**src/rtl/bta_operand_sequencer.sv**
```systemverilog
// rtl/bta_operand_sequencer.sv - serial operand loader and result capture for the 8-operand tree adder
module bta_operand_sequencer #(
    parameter int N   = 32,
    parameter int m   = 16,
    parameter int W   = m * (N / 8),
    parameter int SW  = m + $clog2(N),
    parameter int LAT = 2
) (
    input  logic          clk,
    input  logic          rst_n,
    input  logic          in_valid,
    output logic          in_ready,
    input  logic [W-1:0]  in_data,
    input  logic          in_c0,
    input  logic          in_last,
    output logic [W-1:0]  op_a,
    output logic [W-1:0]  op_b,
    output logic [W-1:0]  op_c,
    output logic [W-1:0]  op_d,
    output logic [W-1:0]  op_e,
    output logic [W-1:0]  op_f,
    output logic [W-1:0]  op_g,
    output logic [W-1:0]  op_h,
    output logic          op_c0,
    input  logic [SW-1:0] sum_in,
    input  logic          carry_in,
    output logic          out_valid,
    input  logic          out_ready,
    output logic [SW-1:0] out_sum,
    output logic          out_carry
);

    typedef enum logic [1:0] {
        S_LOAD   = 2'd0,
        S_WAIT   = 2'd1,
        S_RESULT = 2'd2
    } state_t;

    // Last wait count before the adder output is valid (LAT is limited to 1..15).
    localparam logic [3:0] WCNT_LAST = 4'(LAT - 1);

    state_t        state_q, state_d;
    logic [2:0]    idx_q, idx_d;
    logic [3:0]    wcnt_q, wcnt_d;
    logic [W-1:0]  slot_q [8];
    logic [W-1:0]  slot_d [8];
    logic          c0_q, c0_d;
    logic [SW-1:0] sum_q, sum_d;
    logic          carry_q, carry_d;

    // Handshake flags and operand buses come straight from registered state.
    assign in_ready  = (state_q == S_LOAD);
    assign out_valid = (state_q == S_RESULT);
    assign op_a      = slot_q[0];
    assign op_b      = slot_q[1];
    assign op_c      = slot_q[2];
    assign op_d      = slot_q[3];
    assign op_e      = slot_q[4];
    assign op_f      = slot_q[5];
    assign op_g      = slot_q[6];
    assign op_h      = slot_q[7];
    assign op_c0     = c0_q;
    assign out_sum   = sum_q;
    assign out_carry = carry_q;

    // Next-state: load slots per beat, count adder latency, hold result until taken.
    always_comb begin
        state_d = state_q;
        idx_d   = idx_q;
        wcnt_d  = wcnt_q;
        slot_d  = slot_q;
        c0_d    = c0_q;
        sum_d   = sum_q;
        carry_d = carry_q;
        case (state_q)
            S_LOAD: begin
                if (in_valid) begin
                    slot_d[idx_q] = in_data;
                    if (idx_q == 3'd0) begin
                        c0_d = in_c0;
                    end
                    idx_d = idx_q + 3'd1;
                    // A full slot 7 closes the frame even without in_last.
                    if (in_last || (idx_q == 3'd7)) begin
                        state_d = S_WAIT;
                        wcnt_d  = 4'd0;
                    end
                end
            end
            S_WAIT: begin
                wcnt_d = wcnt_q + 4'd1;
                if (wcnt_q == WCNT_LAST) begin
                    sum_d   = sum_in;
                    carry_d = carry_in;
                    state_d = S_RESULT;
                end
            end
            S_RESULT: begin
                if (out_ready) begin
                    for (int i = 0; i < 8; i++) begin
                        slot_d[i] = '0;
                    end
                    c0_d    = 1'b0;
                    idx_d   = 3'd0;
                    state_d = S_LOAD;
                end
            end
            default: begin
                state_d = S_LOAD;
                idx_d   = 3'd0;
            end
        endcase
    end

    // State registers; reset discards any partial frame.
    always_ff @(posedge clk or negedge rst_n) begin
        if (!rst_n) begin
            state_q <= S_LOAD;
            idx_q   <= 3'd0;
            wcnt_q  <= 4'd0;
            for (int i = 0; i < 8; i++) begin
                slot_q[i] <= '0;
            end
            c0_q    <= 1'b0;
            sum_q   <= '0;
            carry_q <= 1'b0;
        end else begin
            state_q <= state_d;
            idx_q   <= idx_d;
            wcnt_q  <= wcnt_d;
            for (int i = 0; i < 8; i++) begin
                slot_q[i] <= slot_d[i];
            end
            c0_q    <= c0_d;
            sum_q   <= sum_d;
            carry_q <= carry_d;
        end
    end

endmodule

```
**config.mk**
```make
export PLATFORM = sky130hd
export DESIGN_NAME = bta_operand_sequencer
export DESIGN_NICKNAME = d
export VERILOG_FILES = /design/src/rtl/bta_operand_sequencer.sv
export SDC_FILE = /design/constraint.sdc
export NUM_CORES = 1
export LEC_CHECK = 0
export BUFFER_PORTS_ARGS = -buffer_cell sky130_fd_sc_hd__buf_2
export CAP_MARGIN = 0
export CORE_AREA = 2 2 243 245
export CTS_BUF_LIST = sky130_fd_sc_hd__clkbuf_4 sky130_fd_sc_hd__clkbuf_8
export DETAILED_ROUTE_END_ITERATION = 7
export DIE_AREA = 0 0 245 247
export PLACE_DENSITY_LB_ADDON = 0.12
export RECOVER_POWER = 25
export SYNTH_ARGS = -nofsm -noshare
export SYNTH_HDL_FRONTEND = slang
export SYNTH_SLANG_ARGS = --single-unit
```
**constraint.sdc**
```tcl
create_clock -name clk -period 4.1 [get_ports clk]
set_clock_uncertainty 0.1 [all_clocks]
set_input_delay 0.41 -clock clk [delete_from_list [all_inputs] [get_ports clk]]
set_output_delay 0.41 -clock clk [all_outputs]
set_load 0.01 [all_outputs]
```
==> results of run 1 <==
[logic make-up (layout without fill, tap and decap cells)]
logic type      Yosys count  after routing  synth area share (%)
compound gates          536            536                  23.5
simple gates             87             87                  2.75
fa+ha+maj                 5              5                 0.308
other cells               0              4                     0
mux                      25             25                  1.39
flops                   544            544                  67.1
buf+inv                 191            854                  4.94
[per-layer routing]
metal,track usage [%],part of all wire (%)
met4,10.0,3.7
met1,32.4,40
met2,39.1,48
met5,0,0
met3,7.03,8.3
[final cells by class]
cell class	instances	area share [%]
Tap cell	773	3.70
Clock buffer	147	7.12
Clock inverter	14	0.714
Multi-Input combinational cell	653	21.9
Timing Repair Buffer	687	14.4
Antenna cell	4	0.0383
Inverter	6	0.0862
Sequential cell	544	52.1
[worst min-delay path, stage by stage]
cell,delay [ps]
buf_2,130
a21oi_1,120
o2bb2ai_1,130
[flip-flops by register name, indices dropped and copies added (netlist names), 4 cells and up]
signal and count:
op_a 64, op_b 64, op_c 64, op_d 64, op_e 64, op_f 64
op_g 64, op_h 64, out_sum 21, wcnt_q 4
[Yosys cell counts, types with 3 or more instances]
cell,n
a22o_1,512
o211ai_4,8
nor2_1,3
clkbuf_1,28
nor3b_1,4
dfrtp_1,544
mux2_2,22
and3b_1,3
buf_6,12
o2bb2ai_1,5
inv_1,5
ha_1,5
and2_1,64
buf_2,141
[power by group through the flow]
stage          clock (mW)  combinational, mW  sequential (mW)
6_report             5.34               8.54             8.88
5_1_grt              5.76               9.11             9.14
4_1_cts              5.48               8.65             8.87
3_5_place_dp            0               8.62             8.89
3_3_place_gp            0               8.53             8.90
2_1_floorplan           0               3.63             9.75
[how the worst max path moves through the flow]
| stage | startpoint | cells past startpoint | endpoint | slack (ps) |
|---|---|---|---|---|
| after CTS | state_q[1]$_DFFE_PN0P_ | 4 | op_f[63]$_DFFE_PN0P_ | 1250 |
| after detailed placement | state_q[1]$_DFFE_PN0P_ | 4 | op_f[10]$_DFFE_PN0P_ | 1240 |
| after global routing | rst_n | 3 | op_h[47]$_DFFE_PN0P_ | 590 |
| after global placement | state_q[1]$_DFFE_PN0P_ | 4 | op_f[63]$_DFFE_PN0P_ | 1350 |
| final | rst_n | 3 | op_h[49]$_DFFE_PN0P_ | 1090 |
| after floorplan | wcnt_q[0]$_DFFE_PN0P_ | 6 | out_sum[10]$_DFFE_PN0P_ | 2350 |
[metrics by stage]
step                cell area, um^2  hold WS [ps]  setup WS, ps  utilization [%]  instances
floorplan                     20300          14.4          2350                -       1388
global placement              23800           377          1350             40.9       2638
detailed placement            23800           376          1240             40.9       2638
CTS                           26100          16.3          1250             44.9       2824
global route                  26100          82.4           592             44.8       2826
finish                        26100          94.6          1090             44.9       2828
[timing repair]
action | CTS | global route
endpoints found under the hold margin | 107 | 0
hold buffers | 25 | 0
buffers inserted | 0 | 0
==> key figures, run 1 <==
Run status
  – Failing checks: capacitance limit, slew limit
  – Status: finished, violations left

Setup path
  – WS Path Type: in2async
  – R2R Path End: op_f[63]$_DFFE_PN0P_
  – Reg-to-reg startpoint: state_q[1]$_DFFE_PN0P_
  – Crit path DAT: about 3600 ps
  – Family with the most delay on the worst path: buffers and inverters
  – CP cell instances: dlygate4sd3_1 -> clkbuf_2 -> clkbuf_2
  – CP max stage cell: clkbuf_2
  – Critical Path End Type: asynchronous set/reset pin
  – Worst r2r path cells: 4
  – Reg2Reg Setup Slack: 1290 ps
  – CP Launch Type: primary input
  – Crit path buffers/inverters: 3
  – Worst-path fanout max: between 90 and 100
  – Cell mode on critical path: clkbuf_2
  – Max incr delay on CP: 1740 ps
  – CP required: approximately 4700 ps

GRT
  – Initial antenna violation count: 4
  – Grt ovf: 0
  – Tot GR Track Use: between 20% and 30%
  – First-pass GRT wire length: approximately 110000 um
  – Vias in the first global route: between 15k and 20k
  – Pin count of the biggest net entering global routing: 92

Pwr
  – Pint: approximately 14 mW
  – Clock power frac: around a quarter
  – P_sw: about 8.6 mW
  – Sw Share: between 30% and 40%
  – VDD IR-drop max: around 0.44 mV
  – Comb pwr share: between 30% and 40%
  – Flop pwr share: between 30% and 40%
  – PD cells: slightly below 900 nW/um^2
  – Pleak: roughly 14 nW
  – Tot Pwr: roughly 23 mW

STA
  – Fmax: 333 MHz
  – RSZ-0062 raised after global routing: no
  – Final hold vios: 0
  – Final period utilization: between 70 and 80%
  – Max Slew Vio Count: 88
  – Tmin final: roughly 3000 ps
  – Worst-margin pin slew: between 2000 and 3000 ps
  – Worst relative slew slack: -68.7%
  – Final-report setup violation count: 0
  – Final TNS setup: 0 ps

Clock tree
  – CTS max path bufs: 3
  – Reg clk slew, reported paths: approximately 60 ps
  – H-tree depth: 3
  – Post-cts resize count: 0
  – CTS tree: built
  – Root buf cell: clkbuf_8
  – Worst-Skew Late Latency: about 650 ps
  – Clock buffer count from CTS: 92
  – CTS Sinks: roughly 540

Min path
  – Worst hold stages: 3
  – Worst Hold Launch: in_valid
  – HP Class: in2reg
  – Endpoint, Worst Hold: idx_q[2]$_DFFE_PN0P_

Placement
  – DPL Wire Length: between 40000 and 50000 um
  – Number of port buffers: between 600 and 700
  – Final Wtd Congestion: 0.802

Die
  – Die span in y: 247 um
  – # IOs: roughly 630
  – Core area: ~58000 um^2
  – Die area: roughly 61000 um^2
  – Core Rows: between 80 and 90
  – Initial core utilization: between 30% and 40%
  – Die W: approximately 250 um

Cells and area
  – Most frequent cells in the layout: buf_2, dfrtp_1, a22o_1
  – Register area: 13600 um^2
  – Commonest non-fill, non-tap cell in the layout: buf_2
  – Final nets: 2081
  – Share of cells above drive strength 1: between 40% and 50%
  – Synth-to-Final Area Change: 28.7%
  – Multi-input gate area: roughly 5700 um^2
  – Fill cells: around 5.4k

Logic synthesis
  – Synth Register Bits: 544
  – Mapped Area: 20300 um^2
  – Register area share after synthesis: roughly 67%
  – Cells after synthesis: between 1k and 1.5k
  – Cells taking the most area after synthesis: dfrtp_1, a22o_1, buf_2
  – Syn Nets: 1485
  – Post-synthesis cell type count: 34
  – Synth async-reset ratio: 100%
  – Post-synth EDFFs: 0
  – Yosys top cell by area: dfrtp_1
  – Area share of the largest cell type after synthesis: 67.1%
  – Synth Area per Inst: ~15 um^2
  – Post-synth top flop: dfrtp_1
  – Yosys warning count: 0

Detailed routing
  – DR iter-0 viols: between 1k and 1.5k
  – Routed len/inst: 27.0 um
  – Via-per-instance ratio: between 5 and 6
  – Via count: 15.1k
  – Pre-Repair DR Iteration Count: 5
  – DRC errors left: 0
  – ANT nets after route: 0
  – Routed WL: around 76000 um

Run
  – Max-Cap Viols: 1
(Power assumes the default switching activity.)
==> run 2: changes to the inputs <==
- ABC_AREA: not set -> 1
- CORE_AREA: 2 2 243 245 -> 2 2 242 244
- DIE_AREA: 0 0 245 247 -> 0 0 244 246
- clock period: 4.1 -> 2.69 ns (I/O delays scaled with it)
==> run 2 against run 1 <==
The run still ends with capacitance limit, slew limit left. Sequential share of layout area decreased by 5.5 points. Clock power increased by 49%. Power increased by 54%. Flip-flop and latch count did not move. First-iteration DRC count up 20%. Combinational power is 59% higher. Setup slack worse by 530 ps. Via count increased by 27%. Wire length increased by 7.2%. Non-clock buffer count is 85 higher. Final cell count grew 44%. Largest power group is now combinational logic.
==> key figures, run 2 <==
Clock tree
  – Clock buffer count from CTS: 95
  – CTS tree: built
  – Post-cts resize count: 0
  – Reg clk slew, reported paths: 60 ps
  – CTS Sinks: roughly 540
  – H-tree depth: 3
  – Root buf cell: clkbuf_8
  – Worst-Skew Late Latency: roughly 660 ps
  – CTS max path bufs: 3

Die
  – Core area: between 50000 and 60000 um^2
  – Initial core utilization: a little under 40%
  – # IOs: between 600 and 700
  – Core Rows: between 80 and 90
  – Die W: 244 um
  – Die span in y: about 250 um
  – Die area: 60000 um^2

STA
  – Final period utilization: between 70 and 80%
  – Worst-margin pin slew: between 1500 and 2000 ps
  – Max Slew Vio Count: 48
  – Tmin final: around 2100 ps
  – Final-report setup violation count: 0
  – RSZ-0062 raised after global routing: no
  – Final hold vios: 0
  – Final WS setup: ~560 ps
  – Worst relative slew slack: -24.3%
  – Fmax: about 470 MHz
  – Final TNS setup: 0 ps

Cells and area
  – Share of cells above drive strength 1: between 20% and 30%
  – Commonest non-fill, non-tap cell in the layout: nand2_1
  – Fill cells: between 5k and 6k
  – Final nets: ~3.3k
  – Synth-to-Final Area Change: 32.5%
  – Most frequent cells in the layout: nand2_1, buf_2, dfrtp_1

Detailed routing
  – ANT nets after route: 0
  – DRC errors left: 0
  – DR iter-0 viols: roughly 1.2k
  – Pre-Repair DR Iteration Count: 7
  – Routed WL: about 80000 um
  – Routed len/inst: 20.1 um
  – Via count: 19.2k
  – Via-per-instance ratio: ~4.7

Setup path
  – Critical Path End Type: asynchronous set/reset pin
  – CP required: about 3300 ps
  – WS Path Type: in2async
  – Max incr delay on CP: between 1000 and 1500 ps
  – CP Launch Type: primary input
  – Reg2Reg Setup Slack: 600 ps
  – CP cell instances: dlygate4sd3_1 -> clkbuf_2 -> clkbuf_1
  – Crit path DAT: between 2000 and 3000 ps
  – Worst-path fanout max: 54
  – CP max stage cell: clkbuf_2

Placement
  – Number of port buffers: between 600 and 700
  – DPL Wire Length: about 56000 um
  – Worst slack, placed: 580 ps
  – Final Wtd Congestion: about 0.86

GRT
  – Vias in the first global route: approximately 19k
  – Grt ovf: 0
  – Initial antenna violation count: 2
  – First-pass GRT wire length: between 100000 and 150000 um
  – Pin count of the biggest net entering global routing: 82
  – Tot GR Track Use: 26.9%

Logic synthesis
  – Mapped Area: approximately 22000 um^2
  – Syn Nets: between 2k and 3k
  – Yosys warning count: 0
  – Area share of the largest cell type after synthesis: 61.7%
  – Post-synth EDFFs: 0
  – Synth Register Bits: 544
  – Post-synth top flop: dfrtp_1
  – Cells after synthesis: 2479
  – Cells taking the most area after synthesis: dfrtp_1, nand2_1, nor2_8
  – Register area share after synthesis: 61.7%
  – Yosys top cell by area: dfrtp_1
  – Top cells by count, synth: nand2_1, dfrtp_1, inv_1, buf_2, nor2_8
  – Post-synthesis cell type count: 25
  – Count leader, synth: nand2_1
  – Synth Area per Inst: 8.89 um^2
  – Synth async-reset ratio: 100%

Pwr
  – Tot Pwr: roughly 35 mW
  – PD cells: 1200 nW/um^2
  – Pleak: around 18 nW
  – VDD IR-drop max: a little over 0.6 mV

Run
  – Max-Cap Viols: 1

Run status
  – Status: finished, violations left
  – Failing checks: capacitance limit, slew limit

Min path
  – HP Class: in2reg
run 2: cell count changes after synthesis, moves of 49 or more:
cell     change
buf_2       -90
nor2_8      +49
a22o_1     -512
inv_1       +92
nand2_1   +1587
and2_1      -64
run 2: area by class of cell:
cell class	instances	area (um^2)	share of cell area, %
clock buffers	156	1920	6.58
diodes	1	2.50	0.00857
flip-flops and latches	544	13600	46.6
multi-input cells	1723	7500	25.7
well taps	765	957	3.28
clock inverters	12	95.1	0.326
repair buffers	772	4730	16.2
inverters	105	394	1.35
run 2: metrics by stage:
stage | instance area, um^2 | utilization, % | hold WS [ps] | cells
after floorplan | 22000 | - | -127 | 2479
after global placement | 26300 | 45.9 | 170 | 3818
after detailed placement | 26300 | 45.9 | 173 | 3818
after CTS | 29200 | 51.0 | 0.101 | 4077
after global routing | 29200 | 50.9 | 27.5 | 4078
final | 29200 | 50.9 | 53.9 | 4078
run 2: cells by family after synthesis:
family                   share of synthesized area [%]
AO/OA/AOI/OAI                                    0.692
flip-flops                                        61.7
buffers and inverters                             4.28
adder cells (fa/ha/maj)                          0.284
AND/OR/NAND/NOR                                   33.0
run 2: final timing paths:
kind,depth (start not counted),from,end
max reg2reg,7,state_q[0]$_DFFE_PN0P_,op_d[62]$_DFFE_PN0P_
min,5,in_data[1],op_c[1]$_DFFE_PN0P_
min in group asynchronous,2,rst_n,op_c[19]$_DFFE_PN0P_
max in group clk,7,state_q[0]$_DFFE_PN0P_,op_d[62]$_DFFE_PN0P_
max,3,rst_n,out_sum[13]$_DFFE_PN0P_
min reg2reg,2,op_a[25]$_DFFE_PN0P_,op_a[25]$_DFFE_PN0P_
run 2: worst max-delay path: cells and delay by family:
kind     cells  cell delay [ps]
buf+inv      3             2350
run 2: timing repair:
action,in CTS,in global routing
endpoints found under the hold margin,1065,0
hold buffers,91,0
setup buffers,0,0
run 2: per-layer routing:
metal	up-vias	share of wire, %	global-route usage (%)
li1	8968	-	-
met1	9286	41	34.7
met2	740	47	43.3
met3	175	7.4	5.92
met4	2	4.7	12.8
met5	-	0.013	0
run 2: power breakdown:
part	internal (mW)	switching (mW)	total (mW)
Sequential	11.5	2.00	13.5
Combinational	4.52	9.09	13.6
Clock	4.58	3.40	7.98
